<file path="config.mk">
export PLATFORM = sky130hd
export DESIGN_NAME = ahb2apb_bridge
export DESIGN_NICKNAME = d
export VERILOG_FILES = /design/src/rtl/ahb_apb_pkg.sv /design/src/rtl/apb_slot_decoder.sv /design/src/rtl/ahb2apb_bridge.sv
export SDC_FILE = /design/constraint.sdc
export NUM_CORES = 1
export LEC_CHECK = 0
export ABC_CLOCK_PERIOD_IN_PS = 2300
export CORE_MARGIN = 4
export CORE_UTILIZATION = 34
export DETAILED_ROUTE_END_ITERATION = 12
export GPL_ROUTABILITY_DRIVEN = 0
export MAX_ROUTING_LAYER = met4
export PLACE_DENSITY = 0.74
export SLEW_MARGIN = 20
export SYNTH_ARGS = -nofsm -noshare
export SYNTH_HDL_FRONTEND = slang
export SYNTH_HIERARCHICAL = 1
export SYNTH_SLANG_ARGS = --single-unit
export TNS_END_PERCENT = 30
</file>
<file path="constraint.sdc">
create_clock -name HCLK -period 2.3 [get_ports HCLK]
set_input_delay 0.575 -clock HCLK [delete_from_list [all_inputs] [get_ports HCLK]]
set_output_delay 0.575 -clock HCLK [all_outputs]
set_load 0.01 [all_outputs]
</file>
<file path="src/rtl/ahb_apb_pkg.sv">
`default_nettype none
// ============================================================================
// Module   : ahb_apb_pkg
// Brief    : Shared types and constants for the AHB-Lite to APB3 bridge.
// Revision : 1.0
// ============================================================================
package ahb_apb_pkg;

    typedef enum logic [2:0] {
        ST_IDLE   = 3'd0,
        ST_WDAT   = 3'd1,
        ST_SETUP  = 3'd2,
        ST_ACCESS = 3'd3,
        ST_DONE   = 3'd4,
        ST_ERR1   = 3'd5,
        ST_ERR2   = 3'd6
    } state_t;

    localparam logic [1:0] HTRANS_IDLE   = 2'b00;
    localparam logic [1:0] HTRANS_BUSY   = 2'b01;
    localparam logic [1:0] HTRANS_NONSEQ = 2'b10;
    localparam logic [1:0] HTRANS_SEQ    = 2'b11;

    localparam logic [7:0]  DEF_APB_BASE = 8'h40;
    localparam int unsigned DEF_SLOT_LSB = 20;
    localparam int unsigned TIMER_SLOT   = 1;

endpackage
`default_nettype wire

</file>
<file path="src/rtl/apb_slot_decoder.sv">
`default_nettype none
// ============================================================================
// Module   : apb_slot_decoder
// Brief    : Address to APB slot decode plus per-slot response muxing.
// Revision : 1.0
// ============================================================================
module apb_slot_decoder
    import ahb_apb_pkg::*;
#(
    parameter int unsigned NSLV     = 4,
    parameter logic [7:0]  APB_BASE = DEF_APB_BASE,
    parameter int unsigned SLOT_LSB = DEF_SLOT_LSB,
    localparam int unsigned IDXW    = $clog2(NSLV),
    localparam int unsigned HIW     = 32 - SLOT_LSB
) (
    input  logic [HIW-1:0]     i_addr_hi,
    output logic               o_hit,
    output logic [NSLV-1:0]    o_sel,
    output logic [IDXW-1:0]    o_idx,
    input  logic [IDXW-1:0]    i_mux_idx,
    input  logic [32*NSLV-1:0] i_prdata,
    input  logic [NSLV-1:0]    i_pready,
    input  logic [NSLV-1:0]    i_pslverr,
    output logic [31:0]        o_prdata,
    output logic               o_pready,
    output logic               o_pslverr
);

    // Full slot field spans up to bit 23 so out-of-range slots are caught.
    localparam int unsigned FW = 24 - SLOT_LSB;

    logic [FW-1:0] w_field;
    logic [31:0]   w_rdata [NSLV];

    assign w_field = i_addr_hi[FW-1:0];
    assign o_idx   = w_field[IDXW-1:0];
    assign o_hit   = (i_addr_hi[HIW-1 -: 8] == APB_BASE) && (32'(w_field) < NSLV);
    assign o_sel   = o_hit ? (NSLV'(1) << o_idx) : '0;

    for (genvar g = 0; g < NSLV; g++) begin : g_rdata
        assign w_rdata[g] = i_prdata[32*g +: 32];
    end

    assign o_prdata  = w_rdata[i_mux_idx];
    assign o_pready  = i_pready[i_mux_idx];
    assign o_pslverr = i_pslverr[i_mux_idx];

endmodule
`default_nettype wire

</file>
<file path="src/rtl/ahb2apb_bridge.sv">
`default_nettype none
// ============================================================================
// Module   : ahb2apb_bridge
// Brief    : AHB-Lite slave to APB3 master bridge, one transfer at a time.
// Revision : 1.0
// ============================================================================
module ahb2apb_bridge
    import ahb_apb_pkg::*;
#(
    parameter int unsigned NSLV     = 4,
    parameter logic [7:0]  APB_BASE = DEF_APB_BASE,
    parameter int unsigned SLOT_LSB = DEF_SLOT_LSB,
    parameter int unsigned TIMEOUT  = 255
) (
    input  logic               HCLK,
    input  logic               HRESET,
    input  logic               HSEL,
    input  logic [31:0]        HADDR,
    input  logic [1:0]         HTRANS,
    input  logic               HWRITE,
    input  logic [2:0]         HSIZE,
    input  logic               HREADY,
    input  logic [31:0]        HWDATA,
    output logic [31:0]        HRDATA,
    output logic               HREADYOUT,
    output logic               HRESP,
    output logic [31:0]        PADDR,
    output logic [NSLV-1:0]    PSEL,
    output logic               PENABLE,
    output logic               PWRITE,
    output logic [31:0]        PWDATA,
    input  logic [32*NSLV-1:0] PRDATA,
    input  logic [NSLV-1:0]    PREADY,
    input  logic [NSLV-1:0]    PSLVERR
);

    localparam int unsigned IDXW = $clog2(NSLV);
    localparam int unsigned CNTW = (TIMEOUT > 0) ? $clog2(TIMEOUT + 1) : 1;

    state_t            r_state_q,     w_state_d;
    logic [IDXW-1:0]   r_slot_q,      w_slot_d;
    logic [NSLV-1:0]   r_sel_q,       w_sel_d;
    logic [CNTW-1:0]   r_cnt_q,       w_cnt_d;
    logic [31:0]       r_hrdata_q,    w_hrdata_d;
    logic              r_hreadyout_q, w_hreadyout_d;
    logic              r_hresp_q,     w_hresp_d;
    logic [NSLV-1:0]   r_psel_q,      w_psel_d;
    logic              r_penable_q,   w_penable_d;
    logic [31:0]       r_paddr_q,     w_paddr_d;
    logic              r_pwrite_q,    w_pwrite_d;
    logic [31:0]       r_pwdata_q,    w_pwdata_d;

    logic              w_accept;
    logic              w_hit;
    logic [NSLV-1:0]   w_dec_sel;
    logic [IDXW-1:0]   w_dec_idx;
    logic [31:0]       w_slv_rdata;
    logic              w_slv_ready;
    logic              w_slv_err;
    logic              w_unused;

    // Transfer size is irrelevant: every access is a word access.
    assign w_unused = ^{HSIZE, HADDR[1:0]};
    assign w_accept = HSEL && HREADY && ((HTRANS == HTRANS_NONSEQ) || (HTRANS == HTRANS_SEQ));

    apb_slot_decoder #(
        .NSLV     (NSLV),
        .APB_BASE (APB_BASE),
        .SLOT_LSB (SLOT_LSB)
    ) u_dec (
        .i_addr_hi (HADDR[31:SLOT_LSB]),
        .o_hit     (w_hit),
        .o_sel     (w_dec_sel),
        .o_idx     (w_dec_idx),
        .i_mux_idx (r_slot_q),
        .i_prdata  (PRDATA),
        .i_pready  (PREADY),
        .i_pslverr (PSLVERR),
        .o_prdata  (w_slv_rdata),
        .o_pready  (w_slv_ready),
        .o_pslverr (w_slv_err)
    );

    always_comb begin
        w_state_d  = r_state_q;
        w_slot_d   = r_slot_q;
        w_sel_d    = r_sel_q;
        w_cnt_d    = r_cnt_q;
        w_hrdata_d = r_hrdata_q;
        w_paddr_d  = r_paddr_q;
        w_pwrite_d = r_pwrite_q;
        w_pwdata_d = r_pwdata_q;

        case (r_state_q)
            ST_IDLE, ST_DONE, ST_ERR2: begin
                w_state_d = ST_IDLE;
                if (w_accept) begin
                    if (!w_hit) begin
                        w_state_d = ST_ERR1;
                    end else begin
                        w_state_d  = HWRITE ? ST_WDAT : ST_SETUP;
                        w_slot_d   = w_dec_idx;
                        w_sel_d    = w_dec_sel;
                        w_paddr_d  = {HADDR[31:2], 2'b00};
                        w_pwrite_d = HWRITE;
                    end
                end
            end
            ST_WDAT: begin
                w_pwdata_d = HWDATA;
                w_state_d  = ST_SETUP;
            end
            ST_SETUP: begin
                w_state_d = ST_ACCESS;
            end
            ST_ACCESS: begin
                w_cnt_d = r_cnt_q + CNTW'(1);
                if (w_slv_ready) begin
                    if (w_slv_err) begin
                        w_state_d = ST_ERR1;
                    end else begin
                        w_state_d = ST_DONE;
                        if (!r_pwrite_q) w_hrdata_d = w_slv_rdata;
                    end
                end else if ((TIMEOUT != 0) && (r_cnt_q == CNTW'(TIMEOUT))) begin
                    w_state_d = ST_ERR1;
                end
            end
            ST_ERR1: begin
                w_state_d = ST_ERR2;
            end
            default: begin
                w_state_d = ST_IDLE;
            end
        endcase

        if (w_state_d == ST_SETUP) w_cnt_d = '0;

        // Outputs are decoded from the next state so every port is a flop.
        w_hreadyout_d = (w_state_d inside {ST_IDLE, ST_DONE, ST_ERR2});
        w_hresp_d     = (w_state_d inside {ST_ERR1, ST_ERR2});
        w_psel_d      = (w_state_d inside {ST_SETUP, ST_ACCESS}) ? w_sel_d : '0;
        w_penable_d   = (w_state_d == ST_ACCESS);
    end

    always_ff @(posedge HCLK) begin
        if (HRESET) begin
            r_state_q     <= ST_IDLE;
            r_slot_q      <= '0;
            r_sel_q       <= '0;
            r_cnt_q       <= '0;
            r_hrdata_q    <= '0;
            r_hreadyout_q <= 1'b1;
            r_hresp_q     <= 1'b0;
            r_psel_q      <= '0;
            r_penable_q   <= 1'b0;
            r_paddr_q     <= '0;
            r_pwrite_q    <= 1'b0;
            r_pwdata_q    <= '0;
        end else begin
            r_state_q     <= w_state_d;
            r_slot_q      <= w_slot_d;
            r_sel_q       <= w_sel_d;
            r_cnt_q       <= w_cnt_d;
            r_hrdata_q    <= w_hrdata_d;
            r_hreadyout_q <= w_hreadyout_d;
            r_hresp_q     <= w_hresp_d;
            r_psel_q      <= w_psel_d;
            r_penable_q   <= w_penable_d;
            r_paddr_q     <= w_paddr_d;
            r_pwrite_q    <= w_pwrite_d;
            r_pwdata_q    <= w_pwdata_d;
        end
    end

    assign HRDATA    = r_hrdata_q;
    assign HREADYOUT = r_hreadyout_q;
    assign HRESP     = r_hresp_q;
    assign PADDR     = r_paddr_q;
    assign PSEL      = r_psel_q;
    assign PENABLE   = r_penable_q;
    assign PWRITE    = r_pwrite_q;
    assign PWDATA    = r_pwdata_q;

endmodule
`default_nettype wire

</file>
==> flow_summary.yaml, run 1 <==
outcome:
  result_of_the_run: "finished, final reports clean"
critical_path:
  timing.critical_path.max_delay_family: "simple AND/OR/NAND/NOR gates"
  critPathLaunch: "HADDR[24]"
  crit_fanout: 8
  worstReg2RegStart: "r_slot_q[0]"
  critPathKind: "input pin to flop"
  crit_path_top_delay_cell: "sky130_fd_sc_hd__or4_4"
  timing.critical_path.buf_inv: 2
  cp_data_required_time_ps: 2590
  setup.worst_path.end_class: "flop"
  arrival_ps: 2540
  cp_cell_sequence: "clkdlybuf4s50_1, or4_4, nor3_4, nand2b_1, nor3_2, nor3_4, and3b_2, buf_12, nor3_2"
  cp_slowest_stage_delay_ps: 550
  timing.critical_path.from_type: "input pin"
global_routing:
  grt_pass1_wl_um: 28390
  pin_count_of_the_biggest_net_entering_global_routing: 37
  groute.layer.met2.usage_pct: 34.95
  first_global_vias: 5210
  groute.layer.met1.usage_pct: 23.97
  grt_antenna_before_repair: 2
  globalRouteMet3Util_pct: 8.168
  global_route.usage.total_pct: 21.41
  grt_overflow: 0
  gr-max-usage-layer: "met2"
pwr:
  pnr_total_power_mw: 5.521
  worst_ir_drop_vdd_mv: 0.5132
  power.density_mw_per_mm2: 597.7
  cellLeakagePower_nw: 3.160
floorplan:
  row_count: 45
  coreArea_mm2: 0.01515
  die-height_um: 132.3
  die-width_um: 132.3
  design.portCount: 314
  die-area_mm2: 0.01750
  initial_utilization_pct: 34.67
sta:
  post-route-period-util_pct: 97.73
  final.min_clock_period_ps: 2248
  worst_pin_slew_ps: 549.3
  fmax_mhz: 444.9
  unrepaired_setup_endpoints_after_global_routing: "yes"
  timing.clock.skew_ps: 11.54
  final-max-slew-violation-count: 0
  timing.max_slew.rel_slack_pct: 63.38
  finalSetupViolations: 0
  timing.final.hold_violations: 0
clock_network:
  path_clk_slew_ps: 50
  clock_tree_from_tritoncts: "built"
  clk-insertion-delay-late_ps: 410
  cts_hold_buf: 0
  cts_root_buffer: "sky130_fd_sc_hd__clkbuf_16"
  cts_buffers: 17
  cts-htree-levels: 4
  tritoncts_num_sinks: 119
  clock_path_buffers: 2
placed_design:
  count_of_buffers_from_port_buffering: 305
  dpl_cell_area_mm2: 0.008626
  dp_hpwl_um: 14250
  dpl.cell_count: 1053
cells_and_area:
  layoutNonFillerInstCount: 1087
  num-nets-final: 1096
  area_of_all_placed_cells_without_fillers_mm2: 0.009236
  layout.filler_cells: 1291
  multi_input_comb_area_mm2: 0.002670
  post_route_cells_drive_above_1_share_pct: 13.15
  layout.area.seq_mm2: 0.002384
  synthesis_to_layout_area_growth_pct: 75.89
logic_synthesis:
  async_reset_ff_share_pct: 0
  synthesis.instances: 580
  yosys_warnings: 6
  synth_enable_flop_cells: 0
  seq_area_frac_synth_pct: 45.37
  yosysUniqueCellTypes: 43
  synthesis.area_per_instance_um2: 9.054
  summed_instance_area_of_the_synthesized_netlist_mm2: 0.005251
  synthDominantAreaCellType: "sky130_fd_sc_hd__dfxtp_1"
  top_area_cells_in_the_synthesized_netlist: "sky130_fd_sc_hd__dfxtp_1 45%, sky130_fd_sc_hd__mux4_2 15%, sky130_fd_sc_hd__nand2_1 14%"
  seq_cells_post_synth: 119
  synth_flop_cell: "sky130_fd_sc_hd__dfxtp_1"
  netlist.area_leader.share_pct: 45.37
route:
  route.final.wire_length_um: 18630
  routed_wire_length_per_instance_um: 17.14
  detail_route.first_pass.iterations: 4
  vias: 5273
  drt-initial-drc-count: 221
  detail-route-antenna-nets: 0
  drc_errors: 0
  drt-vias-per-instance: 4.851
worst_hold_path:
  hold_class: "flop to flop"
  hold_start: "PWDATA[14]"
flow_run:
  cap_violations: 0
[registers in the layout, summed over array words and instances (netlist names)]
signal     count
HRDATA        32
PWDATA        32
PADDR         30
r_cnt_q        8
PSEL           4
r_sel_q        4
r_state_q      3
r_slot_q       2
HREADYOUT      1
HRESP          1
PENABLE        1
PWRITE         1
[cells in the final DEF, fill, tap and decap left out, types with 3 or more instances in the layout]
cell type | netlist | layout
sky130_fd_sc_hd__nand2_1 | 198 | 198
sky130_fd_sc_hd__nor3_1 | 11 | 8
sky130_fd_sc_hd__buf_4 | 5 | 20
sky130_fd_sc_hd__nand2b_1 | 7 | 6
sky130_fd_sc_hd__clkdlybuf4s50_1 | 0 | 299
sky130_fd_sc_hd__xnor2_1 | 5 | 5
sky130_fd_sc_hd__nor3_2 | 8 | 10
sky130_fd_sc_hd__mux2i_1 | 5 | 4
sky130_fd_sc_hd__bufinv_16 | 0 | 3
sky130_fd_sc_hd__dfxtp_1 | 119 | 118
sky130_fd_sc_hd__clkinv_2 | 0 | 6
sky130_fd_sc_hd__nor4_1 | 3 | 3
sky130_fd_sc_hd__dlygate4sd2_1 | 0 | 5
sky130_fd_sc_hd__buf_12 | 0 | 8
sky130_fd_sc_hd__xor2_1 | 3 | 3
sky130_fd_sc_hd__a21oi_1 | 98 | 96
sky130_fd_sc_hd__clkbuf_16 | 0 | 17
sky130_fd_sc_hd__nor2_1 | 12 | 11
sky130_fd_sc_hd__mux4_2 | 34 | 34
[stage by stage]
stage                     hold WS, ps  util, %  TNS [ps]  setup slack [ps]
final                           449.2    60.98         0             52.15
after CTS                       452.7    60.87         0             1.397
after floorplan                 433.0        -         0             15.37
after global placement          440.4    56.95    -22890            -433.5
after global routing            470.8    60.98    -8.740            -5.706
after detailed placement        446.1    56.95    -25630            -462.2
[power by group]
| group | switching, mW | internal, mW | total (mW) | leakage, nW |
|---|---|---|---|---|
| clock | 0.909 | 1.74 | 2.65 | 0.292 |
| combinational | 0.255 | 0.488 | 0.742 | 1.91 |
| sequential | 0.0247 | 2.10 | 2.13 | 0.961 |
| total | 1.19 | 4.33 | 5.52 | 3.16 |
[repair_timing]
item | in CTS | in global routing
pin swaps | 5 | 1
setup endpoints to repair | 12 | 16
resized for setup | 7 | 3
setup buffers | 1 | 0
[cell usage after synthesis (2+ instances only)]
cell type and instances:
sky130_fd_sc_hd__buf_2 14, sky130_fd_sc_hd__a21oi_1 98, sky130_fd_sc_hd__xnor2_1 5, sky130_fd_sc_hd__nand2_1 198, sky130_fd_sc_hd__mux4_2 34, sky130_fd_sc_hd__nand3_1 2
sky130_fd_sc_hd__xor2_1 3, sky130_fd_sc_hd__o21ai_1 2, sky130_fd_sc_hd__nor4_1 3, sky130_fd_sc_hd__buf_4 5, sky130_fd_sc_hd__mux2i_1 5, sky130_fd_sc_hd__clkbuf_1 23
sky130_fd_sc_hd__nor3_2 8, sky130_fd_sc_hd__and2_1 2, sky130_fd_sc_hd__buf_6 4, sky130_fd_sc_hd__dfxtp_1 119, sky130_fd_sc_hd__nor3_1 11, sky130_fd_sc_hd__inv_1 2
sky130_fd_sc_hd__nor2_1 12, sky130_fd_sc_hd__nand2b_1 7
[kinds of logic after synthesis]
| kind of cell | share of synthesized area, % |
|---|---|
| XOR/XNOR | 1.334 |
| flip-flops | 45.37 |
| multiplexers | 15.53 |
| other | 0.07141 |
| AO/OA/AOI/OAI | 10.03 |
| AND/OR/NAND/NOR | 22.66 |
| adder cells (fa/ha/maj) | 0.2382 |
| buffers and inverters | 4.765 |
[layout make-up]
cell class                      count  share of cell area, %
Inverter                            2                0.08128
Sequential cell                   119                  25.81
Timing Repair Buffer              332                  36.24
Multi-Input combinational cell    413                  28.91
Clock inverter                     10                  1.382
Clock buffer                       21                  4.985
Tap cell                          188                  2.547
Antenna cell                        2                0.05419
[worst min-delay path, cell delays in order (launching register included)]
cell and delay, ps:
sky130_fd_sc_hd__dfxtp_1 300, sky130_fd_sc_hd__nand2_1 50, sky130_fd_sc_hd__a21oi_1 50
[metal layers]
metal | vias up | share of wire [%]
met4 | 0 | 2.2
li1 | 2590 | -
met5 | - | 0
met2 | 213 | 50
met3 | 25 | 8.5
met1 | 2445 | 40
[worst paths after layout]
path / endpoint / slack (ps) / cells after the start
max reg2reg: HRDATA[26] / 320 / 5
max: r_cnt_q[5] / 50 / 9
min: PWDATA[14] / 450 / 2
min reg2reg: PWDATA[14] / 450 / 2
Note: power is estimated with default switching activity, not from simulation.
==> run 2, diff against run 1 <==
CORE_ASPECT_RATIO = 1.4   (was unset)
==> flow_summary.yaml, run 2 (synthesis gave the netlist of run 1 again) <==
critical_path:
  cp_cell_sequence: "dlygate4sd2_1, or4_4, nor3_4, nand2b_1, nor3_4, nor3_4, and3b_2, buf_12, nor3_2"
  critPathLaunch: "HADDR[26]"
  worst_reg_to_reg_setup_slack_ps: 350
  cp_slowest_stage_delay_ps: 570
  setup.worst_path.end_class: "flop"
  crit_path_top_delay_cell: "sky130_fd_sc_hd__or4_4"
  timing.critical_path.max_delay_family: "simple AND/OR/NAND/NOR gates"
  critPathKind: "input pin to flop"
  cp_data_required_time_ps: 2570
  cpMostUsedCell: "sky130_fd_sc_hd__nor3_4"
  crit_fanout: 8
  timing.critical_path.from_type: "input pin"
  arrival_ps: 2460
  timing.critical_path.buf_inv: 2
  crit-reg2reg-capture: "HRDATA[23]"
  worstRegToRegCells: 5
  worstReg2RegStart: "r_slot_q[0]"
global_routing:
  grt_overflow: 0
  grt_pass1_wl_um: 28090
  first_global_vias: 5431
  pin_count_of_the_biggest_net_entering_global_routing: 40
  grt_antenna_before_repair: 0
  global_route.usage.total_pct: 20.83
worst_hold_path:
  hold_path_end: "PWDATA[29]"
  hold_start: "PWDATA[29]"
  hold_class: "flop to flop"
  hold-path-cell-count: 2
route:
  route.final.wire_length_um: 18390
  detail-route-antenna-nets: 0
  detail_route.first_pass.iterations: 5
  wirelength_met1_um: 6955
  drt-initial-drc-count: 276
  top_layer: "met4"
  wl_met3_um: 1590
  wl_met2_um: 9260
  drt-vias-per-instance: 4.854
  drc_errors: 0
  vias: 5286
  routed_wire_length_per_instance_um: 16.89
cells_and_area:
  area_of_all_placed_cells_without_fillers_mm2: 0.009163
  num-nets-final: 1096
  layout_common_cells: "296 x sky130_fd_sc_hd__clkdlybuf4s50_1, 198 x sky130_fd_sc_hd__nand2_1, 118 x sky130_fd_sc_hd__dfxtp_1, 97 x sky130_fd_sc_hd__a21oi_1, 34 x sky130_fd_sc_hd__mux4_2"
  most_frequent_standard_cell_in_the_layout_excluding_fill_and_tap_cells: "sky130_fd_sc_hd__clkdlybuf4s50_1"
  antenna_cells: 0
  post_route_cells_drive_above_1_share_pct: 12.93
  synthesis_to_layout_area_growth_pct: 74.48
sta:
  post-route-period-util_pct: 95.13
  total_negative_slack_ps: 0
  timing.final.ws_setup_ps: 111.9
  fmax_mhz: 457.0
  unrepaired_setup_endpoints_after_global_routing: "no"
  final-max-slew-violation-count: 0
  timing.clock.skew_ps: 8.530
  timing.final.hold_violations: 0
  final.min_clock_period_ps: 2188
  finalSetupViolations: 0
floorplan:
  row_count: 53
  coreArea_mm2: 0.01512
  initial_utilization_pct: 34.73
  die-height_um: 155.0
  die-area_mm2: 0.01753
  design.portCount: 314
  die-width_um: 113.0
placed_design:
  count_of_buffers_from_port_buffering: 305
  dp_hpwl_um: 14120
  dpl_cell_area_mm2: 0.008593
  preCtsSetupSlack_ps: -458.8
clock_network:
  cts_root_buffer: "sky130_fd_sc_hd__clkbuf_16"
  cts-htree-levels: 4
  path_clk_slew_ps: 50
  cts_hold_buf: 0
  clock_path_buffers: 2
  cts_buffers: 17
  clock_tree_from_tritoncts: "built"
  tritoncts_num_sinks: 119
  clk-insertion-delay-late_ps: 400
pwr:
  pnr_total_power_mw: 5.328
  power.density_mw_per_mm2: 581.5
  worst_ir_drop_vdd_mv: 0.4464
  cellLeakagePower_nw: 3.140
flow_run:
  cap_violations: 0
outcome:
  result_of_the_run: "finished, final reports clean"
-- run 2: worst max-delay path by stage --
stage                      end  slack, ps  depth (start not counted)
floorplan           r_cnt_q[2]         20                          8
global placement    r_cnt_q[5]       -450                          9
detailed placement  r_cnt_q[6]       -460                          9
CTS                 r_cnt_q[4]          2                          9
global route           PSEL[3]         10                          8
finish              r_cnt_q[4]        110                          9
-- run 2: what timing repair did --
item,in CTS,in global routing
setup endpoints to repair,8,35
gates resized for setup,8,4
pin swaps,5,5
setup buffers,1,1
-- run 2: worst reg2reg max path, cell delays in order (launching register included) --
cell,delay (ps)
sky130_fd_sc_hd__dfxtp_2,380
sky130_fd_sc_hd__mux4_2,550
sky130_fd_sc_hd__or4_1,540
sky130_fd_sc_hd__buf_12,200
sky130_fd_sc_hd__nand2_1,90
sky130_fd_sc_hd__a21oi_1,60
-- run 2: area by class of cell --
type	count	area (µm²)
fill	1301	5957
timing repair buffer	332	3317
multi-input combinational	413	2666
sequential	119	2384
clock buffer	19	442.9
tap	192	240.2
clock inverter	12	105.1
inverter	2	7.507
-- run 2: routing by layer --
layer	GRT usage, %	up-vias
li1	-	2583
met1	22.64	2436
met2	35.56	232
met3	5.681	35
met4	9.049	0
met5	-	-
-- run 2: stage by stage --
| stage | utilization [%] | hold slack [ps] | std cells |
|---|---|---|---|
| 5_1_grt | 60.60 | 467.4 | 1089 |
| 6_report | 60.60 | 450.4 | 1089 |
| 2_1_floorplan | - | 433.0 | 581 |
| 4_1_cts | 60.50 | 452.4 | 1089 |
| 3_3_place_gp | 56.84 | 440.5 | 1057 |
| 3_5_place_dp | 56.84 | 445.7 | 1057 |
-- run 2: power by group --
group          leakage (nW)  switching, mW  total [mW]  internal (mW)
clock network         0.257          0.952        2.45           1.50
registers             0.961         0.0257        2.13           2.10
logic                  1.92          0.261       0.747          0.486
==> run 3, diff against run 2 <==
CORE_MARGIN = 2   (was 4)
SKIP_LAST_GASP = 1   (was unset)
SLEW_MARGIN = 10   (was 20)
==> flow_summary.yaml, run 3 (synthesis gave the netlist of run 1 again) <==
critical_path:
  crit_path_top_delay_cell: "sky130_fd_sc_hd__mux4_2"
  cpMostUsedCell: "sky130_fd_sc_hd__nor3_2"
  critPathLaunch: "PREADY[3]"
  arrival_ps: 2490
  critPathKind: "input pin to flop"
  setup.worst_path.end_class: "flop"
  timing.critical_path.from_type: "input pin"
  worstReg2RegStart: "r_slot_q[0]"
  cp_slowest_stage_delay_ps: 560
  crit_fanout: 8
  cp_data_required_time_ps: 2580
  cp_cell_sequence: "clkdlybuf4s50_1, mux4_2, nand4b_1, o21ai_1, nor3_2, and3b_2, buf_12, nor3_2"
cells_and_area:
  layoutNonFillerInstCount: 1090
  num-nets-final: 1095
  layout_common_cells: "297 x sky130_fd_sc_hd__clkdlybuf4s50_1, 198 x sky130_fd_sc_hd__nand2_1, 118 x sky130_fd_sc_hd__dfxtp_1, 97 x sky130_fd_sc_hd__a21oi_1, 34 x sky130_fd_sc_hd__mux4_2"
  most_frequent_standard_cell_in_the_layout_excluding_fill_and_tap_cells: "sky130_fd_sc_hd__clkdlybuf4s50_1"
  synthesis_to_layout_area_growth_pct: 75.10
  area_of_all_placed_cells_without_fillers_mm2: 0.009195
  post_route_cells_drive_above_1_share_pct: 12.83
  multi_input_comb_area_mm2: 0.002663
  layout.area.seq_mm2: 0.002384
  layout.filler_cells: 1290
sta:
  finalSetupViolations: 0
  unrepaired_setup_endpoints_after_global_routing: "no"
  final.min_clock_period_ps: 2206
  timing.final.hold_violations: 0
  final-max-slew-violation-count: 0
  fmax_mhz: 453.4
  timing.clock.skew_ps: 7.014
  post-route-period-util_pct: 95.89
outcome:
  result_of_the_run: "finished, final reports clean"
floorplan:
  coreArea_mm2: 0.01505
  die-height_um: 151.0
  row_count: 53
  die-width_um: 109.0
  design.portCount: 314
  die-area_mm2: 0.01647
  initial_utilization_pct: 34.88
clock_network:
  cts.repair_timing.setup_buffer_count: 0
  clk-insertion-delay-late_ps: 400
  path_clk_slew_ps: 50
  cts_root_buffer: "sky130_fd_sc_hd__clkbuf_16"
  tritoncts_num_sinks: 119
  cts_buffers: 17
  cts-htree-levels: 4
  clock_tree_from_tritoncts: "built"
  cts_hold_buf: 0
  clock_path_buffers: 2
global_routing:
  pin_count_of_the_biggest_net_entering_global_routing: 53
  grt_pass1_wl_um: 25740
  global_route.usage.total_pct: 20.97
  grt_antenna_before_repair: 2
  first_global_vias: 5075
  grt_overflow: 0
route:
  drc_errors: 0
  drt-initial-drc-count: 239
  drt-vias-per-instance: 4.833
  detail_route.first_pass.iterations: 4
  routed_wire_length_per_instance_um: 16.23
  vias: 5268
  route.final.wire_length_um: 17690
  detail-route-antenna-nets: 0
placed_design:
  dpl_cell_area_mm2: 0.008593
  dpl.cell_count: 1057
  dp_hpwl_um: 13330
  count_of_buffers_from_port_buffering: 305
worst_hold_path:
  hold_start: "HRDATA[14]"
  hold_class: "flop to flop"
pwr:
  cellLeakagePower_nw: 3.146
  worst_ir_drop_vdd_mv: 0.5149
  power.density_mw_per_mm2: 603.1
flow_run:
  cap_violations: 0
run 3: routing by layer:
layer	wire length, µm	track usage [%]	vias up	share of wire (%)
met5	0	-	-	0
met4	317	7.372	0	1.8
met3	1504	5.120	22	8.5
met2	8968	36.06	191	51
met1	6896	23.52	2468	39
li1	-	-	2587	-
run 3: what timing repair did:
item	in CTS	in global routing
pin swaps	5	1
gates resized for setup	8	2
endpoints found under the setup margin	10	15
run 3: power by group:
part	switching [mW]	total (mW)	leakage [nW]	internal, mW
Combinational	0.258	0.743	1.90	0.485
Sequential	0.0259	2.13	0.961	2.10
Clock	0.943	2.67	0.286	1.73
run 3: critical path, delay by kind of cell:
kind | cells | cell delay (ps)
muxes | 1 | 560
AOI/OAI and AO/OA | 1 | 90
buffers and inverters | 2 | 580
and+or+nand+nor | 4 | 680
run 3: worst paths after layout:
| kind | to | slack (ps) | cells past startpoint |
|---|---|---|---|
| worst min-delay path | HRDATA[14] | 450 | 2 |
| worst min register to register | HRDATA[14] | 450 | 2 |
| worst max-delay path | r_cnt_q[3] | 90 | 8 |
| worst max register to register | HRDATA[25] | 300 | 5 |
run 3: area by class of cell:
| type | count | area share, % |
|---|---|---|
| Antenna cell | 2 | 0.05443 |
| Multi-Input combinational cell | 413 | 28.96 |
| Clock inverter | 11 | 1.633 |
| Tap cell | 192 | 2.613 |
| Inverter | 2 | 0.08164 |
| Sequential cell | 119 | 25.92 |
| Timing Repair Buffer | 331 | 35.88 |
| Clock buffer | 20 | 4.858 |
run 3: metrics by stage:
step	hold slack (ps)	total power, mW	worst slack [ps]	setup TNS [ps]	util [%]
after floorplan	433.0	2.413	15.37	0	-
after global placement	440.4	2.911	-429.8	-24230	57.09
after detailed placement	445.9	2.917	-489.5	-26290	57.09
after CTS	453.4	5.620	35.44	0	61.00
after global routing	466.9	5.768	24.27	0	61.08
final	451.2	5.545	94.44	0	61.08
